===== src/rtl/alu_issue_seq.sv =====
// alu_issue_seq: runs one ALU request through READ, EXEC and WB, then retires it.
// Define DIV_ZERO_TRAP_EN to add a sticky div0_err trap for DIV/MOD by zero.

`ifndef ALU_NOP
`define ALU_NOP 0
`endif
`ifndef ALU_ADD
`define ALU_ADD 1
`endif
`ifndef ALU_SUB
`define ALU_SUB 2
`endif
`ifndef ALU_AND
`define ALU_AND 3
`endif
`ifndef ALU_OR
`define ALU_OR 4
`endif
`ifndef ALU_XOR
`define ALU_XOR 5
`endif
`ifndef ALU_DIV
`define ALU_DIV 10
`endif
`ifndef ALU_MOD
`define ALU_MOD 11
`endif
`ifndef ALU_CMP
`define ALU_CMP 12
`endif
`ifndef ALU_TST
`define ALU_TST 13
`endif

module alu_issue_seq #(
  parameter int DATA_W = 16,
  parameter int REG_AW = 3,
  parameter int OP_W   = 5
) (
  input  logic              clk,
  input  logic              rst,
  input  logic              req_valid,
  output logic              req_ready,
  input  logic [OP_W-1:0]   req_opcode,
  input  logic [REG_AW-1:0] req_rd,
  input  logic [REG_AW-1:0] req_ra,
  input  logic [REG_AW-1:0] req_rb,
  input  logic [DATA_W-1:0] req_imm,
  input  logic              req_use_imm,
  output logic [REG_AW-1:0] rf_ra_addr,
  output logic [REG_AW-1:0] rf_rb_addr,
  input  logic [DATA_W-1:0] rf_ra_data,
  input  logic [DATA_W-1:0] rf_rb_data,
  output logic [DATA_W-1:0] alu_a,
  output logic [DATA_W-1:0] alu_b,
  output logic [OP_W-1:0]   alu_opcode,
  output logic              alu_enable,
  input  logic [DATA_W-1:0] alu_result,
  input  logic [3:0]        alu_flags,
  output logic              wb_en,
  output logic [REG_AW-1:0] wb_addr,
  output logic [DATA_W-1:0] wb_data,
  output logic [3:0]        flags_q,
  output logic              done
`ifdef DIV_ZERO_TRAP_EN
  ,
  output logic              div0_err
`endif
);

  localparam logic [OP_W-1:0] OP_NOP = OP_W'(`ALU_NOP);
  localparam logic [OP_W-1:0] OP_CMP = OP_W'(`ALU_CMP);
  localparam logic [OP_W-1:0] OP_TST = OP_W'(`ALU_TST);
`ifdef DIV_ZERO_TRAP_EN
  localparam logic [OP_W-1:0] OP_DIV = OP_W'(`ALU_DIV);
  localparam logic [OP_W-1:0] OP_MOD = OP_W'(`ALU_MOD);
`endif

  typedef enum logic [1:0] {
    S_IDLE,
    S_READ,
    S_EXEC,
    S_WB
  } state_t;

  typedef struct packed {
    logic [OP_W-1:0]   op;
    logic [REG_AW-1:0] rd;
    logic [REG_AW-1:0] ra;
    logic [REG_AW-1:0] rb;
    logic [DATA_W-1:0] imm;
    logic              use_imm;
  } req_t;

  state_t            state_q;
  state_t            state_d;
  req_t              req_q;
  logic [DATA_W-1:0] res_q;
  logic [3:0]        flg_q;
  logic              trap_q;
  logic              trap_d;
  logic              no_wb;
  logic              no_flags;

  // Read addresses follow the latched request; stable through READ.
  assign rf_ra_addr = req_q.ra;
  assign rf_rb_addr = req_q.rb;

  // Classify the latched opcode: which ops skip writeback or flags.
  always_comb begin
    no_wb    = 1'b0;
    no_flags = 1'b0;
    unique case (1'b1)
      (req_q.op == OP_NOP): begin
        no_wb    = 1'b1;
        no_flags = 1'b1;
      end
      (req_q.op == OP_CMP),
      (req_q.op == OP_TST): no_wb = 1'b1;
      default: ;
    endcase
  end

`ifdef DIV_ZERO_TRAP_EN
  logic div_op;
  assign div_op = (req_q.op == OP_DIV) || (req_q.op == OP_MOD);
  assign trap_d = div_op && (alu_b == '0);
`else
  assign trap_d = 1'b0;
`endif

  // State register; reset aborts any in-flight request.
  always_ff @(posedge clk or posedge rst) begin
    if (rst) state_q <= S_IDLE;
    else     state_q <= state_d;
  end

  // Next state and per-state strobes.
  always_comb begin
    state_d    = state_q;
    req_ready  = 1'b0;
    alu_enable = 1'b0;
    done       = 1'b0;
    wb_en      = 1'b0;
    wb_addr    = '0;
    wb_data    = '0;
    unique case (state_q)
      S_IDLE: begin
        req_ready = 1'b1;
        if (req_valid) state_d = S_READ;
      end
      S_READ: state_d = S_EXEC;
      S_EXEC: begin
        alu_enable = 1'b1;
        state_d    = S_WB;
      end
      S_WB: begin
        done    = 1'b1;
        wb_addr = req_q.rd;
        if (!no_wb && !trap_q) begin
          wb_en   = 1'b1;
          wb_data = res_q;
        end
        state_d = S_IDLE;
      end
      default: state_d = S_IDLE;
    endcase
  end

  // Latch the request on the accept edge.
  always_ff @(posedge clk or posedge rst) begin
    if (rst) begin
      req_q <= '0;
    end else if (state_q == S_IDLE && req_valid) begin
      req_q.op      <= req_opcode;
      req_q.rd      <= req_rd;
      req_q.ra      <= req_ra;
      req_q.rb      <= req_rb;
      req_q.imm     <= req_imm;
      req_q.use_imm <= req_use_imm;
    end
  end

  // Load ALU operands at the end of READ; they hold afterwards.
  always_ff @(posedge clk or posedge rst) begin
    if (rst) begin
      alu_a      <= '0;
      alu_b      <= '0;
      alu_opcode <= '0;
    end else if (state_q == S_READ) begin
      alu_a      <= rf_ra_data;
      alu_b      <= req_q.use_imm ? req_q.imm : rf_rb_data;
      alu_opcode <= req_q.op;
    end
  end

  // Capture the ALU outputs at the end of EXEC.
  always_ff @(posedge clk or posedge rst) begin
    if (rst) begin
      res_q  <= '0;
      flg_q  <= '0;
      trap_q <= 1'b0;
    end else if (state_q == S_EXEC) begin
      res_q  <= alu_result;
      flg_q  <= alu_flags;
      trap_q <= trap_d;
    end
  end

  // Status register updates when the request retires.
  always_ff @(posedge clk or posedge rst) begin
    if (rst) begin
      flags_q <= '0;
    end else if (state_q == S_WB && !no_flags && !trap_q) begin
      flags_q <= flg_q;
    end
  end

`ifdef DIV_ZERO_TRAP_EN
  // Sticky divide-by-zero indicator, cleared only by reset.
  always_ff @(posedge clk or posedge rst) begin
    if (rst) begin
      div0_err <= 1'b0;
    end else if (state_q == S_WB && trap_q) begin
      div0_err <= 1'b1;
    end
  end
`endif

endmodule


===== config.mk =====
export PLATFORM = sky130hd
export DESIGN_NAME = alu_issue_seq
export DESIGN_NICKNAME = d
export VERILOG_FILES = /design/src/rtl/alu_issue_seq.sv
export SDC_FILE = /design/constraint.sdc
export NUM_CORES = 1
export LEC_CHECK = 0
export CAP_MARGIN = 0
export CORE_UTILIZATION = 43
export DETAILED_ROUTE_END_ITERATION = 7
export GPL_ROUTABILITY_DRIVEN = 0
export MAX_ROUTING_LAYER = met4
export PLACE_DENSITY = 0.82
export SYNTH_ARGS = -nofsm -noshare
export SYNTH_HDL_FRONTEND = slang
export SYNTH_SLANG_ARGS = --single-unit

===== constraint.sdc =====
create_clock -name clk -period 4 [get_ports clk]
set_input_delay 0.8 -clock clk [delete_from_list [all_inputs] [get_ports clk]]
set_output_delay 0.8 -clock clk [all_outputs]
set_load 0.05 [all_outputs]

Yosys cells after proc, flatten, opt, wreduce, memory -nomap -nowiden
Index checks and enable logic that the tools add are counted.
Storage, ports and cells
  register bits after elaboration: 94
  logic and storage cells: 38
Cells by class
  equal/unequal tests: 6
  mux-type cells: 13
  reduce and logical (&&, ||, !) cells: 6
Operators by type and width (count)
  16-bit 2-to-1 mux: 3
  5-bit by 4-bit equality test with 1-bit output (second input constant): 2
  2-bit case mux with 4 select lines: 1
  1-bit 2-to-1 mux: 7
  5-bit zero test: 1
  2-bit equality test (second input constant): 2
  3-bit 2-to-1 mux: 1
  3-bit OR reduction: 1
  2-bit by 1-bit equality test with 1-bit output (second input constant): 1
  1-bit logical AND: 2
  2-bit zero test: 1
  2-bit 2-to-1 mux: 1
  2-bit != test (second input constant): 1
  1-bit zero test: 1

Longest topological paths before layout
  depth in word-level cells: 5
  depth in mapped cells: 6
  depth with buffers taken out: 5

Worst setup path after synthesis
OpenSTA, ideal clock, no wires.
  kind: register -> output
  from: register state_q[0]
  to: output port wb_data[11]
  arrival time: 1658 ps
  data required time: 3200 ps
  setup slack: 1542 ps
  cell stages (with the launch flop): 4
  path buffers: 1
  path through: dfrtp_1 ha_1 clkbuf_1 and3_1
Between the ends
  cells in the longest elaborated chain, start to end: 2
Ends and longest elaborated chain
  from (decl): RTL line 95  | state_t state_q;
  from (signal assigned): RTL line 135  | else state_q <= state_d;
  2-bit equality test: RTL line 147  | unique case (state_q)
  16-bit 2-to-1 mux: RTL line 147
  to (decl): RTL line 62  | output logic [DATA_W-1:0] wb_data,
Every way passes these cells.

Worst setup path in the final report
  from: register req_q[26] in the netlist's numbering
  to: output port wb_data[10]
Between the ends
  cells in the longest elaborated chain, start to end: 5
  elaborated cells between the ends (all ways): 7
  those cells by class: eq/ne: 2; mux: 3; reduce/logical: 2
Ends and longest elaborated chain
  from (decl): RTL line 97  | req_t req_q;
  5-bit by 4-bit equality test with 1-bit output (tied with other cells): RTL line 118  | (req_q.op == OP_CMP),
  3-bit OR reduction (no source line) (*)
  1-bit 2-to-1 mux (*): RTL line 113  | unique case (1'b1)
  16-bit 2-to-1 mux (*): RTL line 160  | if (!no_wb && !trap_q) begin
  16-bit 2-to-1 mux (*): RTL line 147
Every way passes the cells marked *; elsewhere a longest branch is shown, timed or not.

==> summary.log <==
INFO  timing         period_minus_slack=3.339ns
INFO  synth          synth-seq-cells=94
INFO  clock_network  htree_num_levels=3
INFO  synth          synthDistinctLibCells=20
INFO  drt            met2_wirelength=4.279mm
INFO  drt            num_vias=2688
INFO  setup_path     timing_worst_setup_path_type=register to output pin
INFO  floorplanning  die_width=97.10µm
INFO  clock_network  cts-buffers-inserted=9
INFO  timing         setup-tns-final=0ns
INFO  power          powerDensity=949.6nW/µm²
INFO  timing         finalSetupViolCount=0
INFO  cells_and_area drive_above_1_share=22.79%
INFO  synth          synth_cells=278
INFO  setup_path     crit_fanout=17
INFO  synth          top_post_synthesis_cells_by_area=sky130_fd_sc_hd__dfrtp_1 (60%), sky130_fd_sc_hd__mux2_2 (22%), sky130_fd_sc_hd__mux2i_1 (4.1%)
INFO  drt            wl=8.583mm
INFO  clock_network  clock_sink_count=94
INFO  timing         fin_skew=0.008817ns
INFO  synth          postSynthNetCount=368
INFO  drt            topRoutingLayerUsed=met4
INFO  synth          synthDominantCellAreaShare=60.49%
INFO  timing         slew-limit-headroom=27.87%
INFO  run_status     outcome=finished clean
INFO  global_route   grt_antenna_before_repair=0
INFO  global_route   grt_first_pass_wirelength=14.26mm
INFO  timing         worst-slew-pin-transition=1.082ns
INFO  clock_network  insertion_delay=0.35ns
INFO  setup_path     setup.worst_path.end_class=output pin
INFO  global_route   globalRouteTotalUtil=19.57%
INFO  power          power.static_leakage=2.433nW
INFO  global_route   grt_max_degree=58
INFO  timing         final_max_slew_viol_count=0
INFO  hold_path      min_path_type=register to register
INFO  drt            drt-wirelength-per-cell=15.95µm
INFO  synth          post_synth_instance_area=3889µm²
INFO  floorplanning  floorplan.initialDensity=44.59%
INFO  global_route   grt_overflow_total=0
INFO  timing         highest_clock_frequency_the_design_can_meet=299.5MHz
INFO  cells_and_area area_delta_synth_final=46.14%
INFO  drt            vias_per_inst=4.996
INFO  setup_path     critPathRequiredTime=3.20ns
INFO  cells_and_area design.final.nets=516
INFO  drt            dr_wl_met3=596µm
INFO  drt            drcViolationCount=0
INFO  synth          ys.warnings.count=0
INFO  setup_path     startpoint_type=register
INFO  timing         finalHoldViolations=0
INFO  cells_and_area final_core_util=65.16%
INFO  cells_and_area layout.cells.most_common_list=sky130_fd_sc_hd__clkdlybuf4s50_1 (155), sky130_fd_sc_hd__dfrtp_1 (94), sky130_fd_sc_hd__mux2_2 (76)
INFO  timing         final.period_utilization=83.48%
INFO  clock_network  clk_root_buffer_cell=sky130_fd_sc_hd__clkbuf_8
INFO  floorplanning  std_cell_rows=34
INFO  clock_network  ctsHoldBuffers=0
INFO  cells_and_area filler_cell_count=694
INFO  floorplanning  core-area=8721µm²
INFO  cells_and_area layout_commonest_cell=sky130_fd_sc_hd__clkdlybuf4s50_1
INFO  job            drv_cap=0
INFO  drt            total_iterations_of_the_first_detailed_routing_run=4
INFO  setup_path     data_arrival_time_at_the_worst_slack_endpoint=2.54ns
INFO  global_route   first_global_vias=2868
INFO  clock_network  cts.path.max_buffers=2
INFO  timing         rsz_0062_raised_after_global_routing=no
INFO  drt            drt.antenna.violating_nets=0
INFO  floorplanning  floorplan.io_pins=156
INFO  clock_network  post-cts-setup-buffers=0
INFO  clock_network  cts_tree=built
INFO  floorplanning  design.die.area=9427µm²
INFO  placed_design  place_hpwl=6.175mm
INFO  synth          netlist.top_cell.by_area=sky130_fd_sc_hd__dfrtp_1
INFO  cells_and_area number_of_antenna_diodes=0
INFO  clock_network  post_cts_resized=0
INFO  synth          mean_syn_cell_area=13.99µm²
INFO  drt            wl_met1=3.591mm
INFO  floorplanning  die_y=97.10µm
INFO  clock_network  worst_setup_hold_path_clk_slew=0.09ns
INFO  synth          synth_sequential_area_ratio=60.49%
INFO  power          vdd.ir_drop.worst=486.0µV
INFO  placed_design  place.port_buffers=155
INFO  drt            detail_route.iter0.violations=80
-- power breakdown --
part | internal, mW | switching (mW)
Clock | 0.301 | 0.308
Combinational | 1.25 | 1.79
Sequential | 1.44 | 0.305
-- final timing paths --
| kind | start | to | slack (ns) | cells past startpoint |
|---|---|---|---|---|
| worst max register to register | state_q[1] | alu_a[14] | 2.00 | 3 |
| min in group asynchronous | rst | alu_a[0] | 0.96 | 2 |
| worst min-delay path | req_q[23] | req_q[23] | 0.50 | 1 |
| worst max-delay path | req_q[26] | wb_data[10] | 0.66 | 4 |
| max in group asynchronous | rst | alu_b[9] | 2.28 | 3 |
| worst min register to register | req_q[23] | req_q[23] | 0.50 | 1 |
-- critical path: stages, from the launching register on --
cell                              delay (ns)
sky130_fd_sc_hd__dfrtp_1                0.39
sky130_fd_sc_hd__or3_4                  0.41
sky130_fd_sc_hd__a211o_1                0.43
sky130_fd_sc_hd__and3_1                 0.26
sky130_fd_sc_hd__clkdlybuf4s50_1        0.70
-- state kept, by name, summed over array words and instances (netlist names) --
signal,count
flags_q,4
res_q,16
alu_b,16
alu_a,16
flg_q,4
req_q,25
alu_opcode,5
state_q,2
rf_ra_addr,3
rf_rb_addr,3
-- metal layers --
| metal | vias to the layer above | global-route usage, % |
|---|---|---|
| met1 | 1329 | 23.90 |
| met2 | 101 | 31.74 |
| li1 | 1248 | - |
| met3 | 10 | 4.892 |
| met5 | - | - |
| met4 | 0 | 6.889 |
-- Yosys cell counts (all sizes together) --
| cell type | n |
|---|---|
| or3 | 1 |
| a211o | 1 |
| and2 | 4 |
| clkbuf | 8 |
| a21oi | 17 |
| o31ai | 2 |
| mux2i | 16 |
| dfrtp | 94 |
| nor2 | 18 |
| and3 | 16 |
| mux2 | 76 |
| inv | 4 |
| buf | 14 |
| nand2 | 2 |
| o21ai | 1 |
| ha | 4 |
-- layout make-up --
cell class	instances	area, µm²	area share, %
sequential	94	2352	41.39
timing repair buffer	159	1582	27.83
multi-input combinational	158	1408	24.77
clock buffer	11	141.4	2.488
tap	108	135.1	2.378
clock inverter	4	47.55	0.8366
inverter	4	17.52	0.3082
-- logic make-up (layout without fill, tap and decap cells) --
family                     after synthesis  after routing  synth area share [%]
DFF                                     94             94                 60.49
muxes                                   92             92                 26.13
and+or+nand+nor                         41             41                 5.438
buffers and inverters                   26            178                 3.378
AOI/OAI and AO/OA                       21             21                 3.282
adders and majority gates                4              4                 1.287
-- through the flow --
stage | power [mW] | hold WS (ns) | std cells | worst slack, ns | cell area (µm²)
global placement | 4.741 | 0.4815 | 523 | 1.074 | 5494
finish | 5.397 | 0.5031 | 538 | 0.6609 | 5683
CTS | 5.461 | 0.5076 | 538 | 0.6303 | 5683
global route | 5.686 | 0.5125 | 538 | 0.5718 | 5683
detailed placement | 4.838 | 0.4876 | 523 | 1.015 | 5494
floorplan | 3.904 | 0.4713 | 278 | 0.7513 | 3889
(Power assumes the default switching activity.)
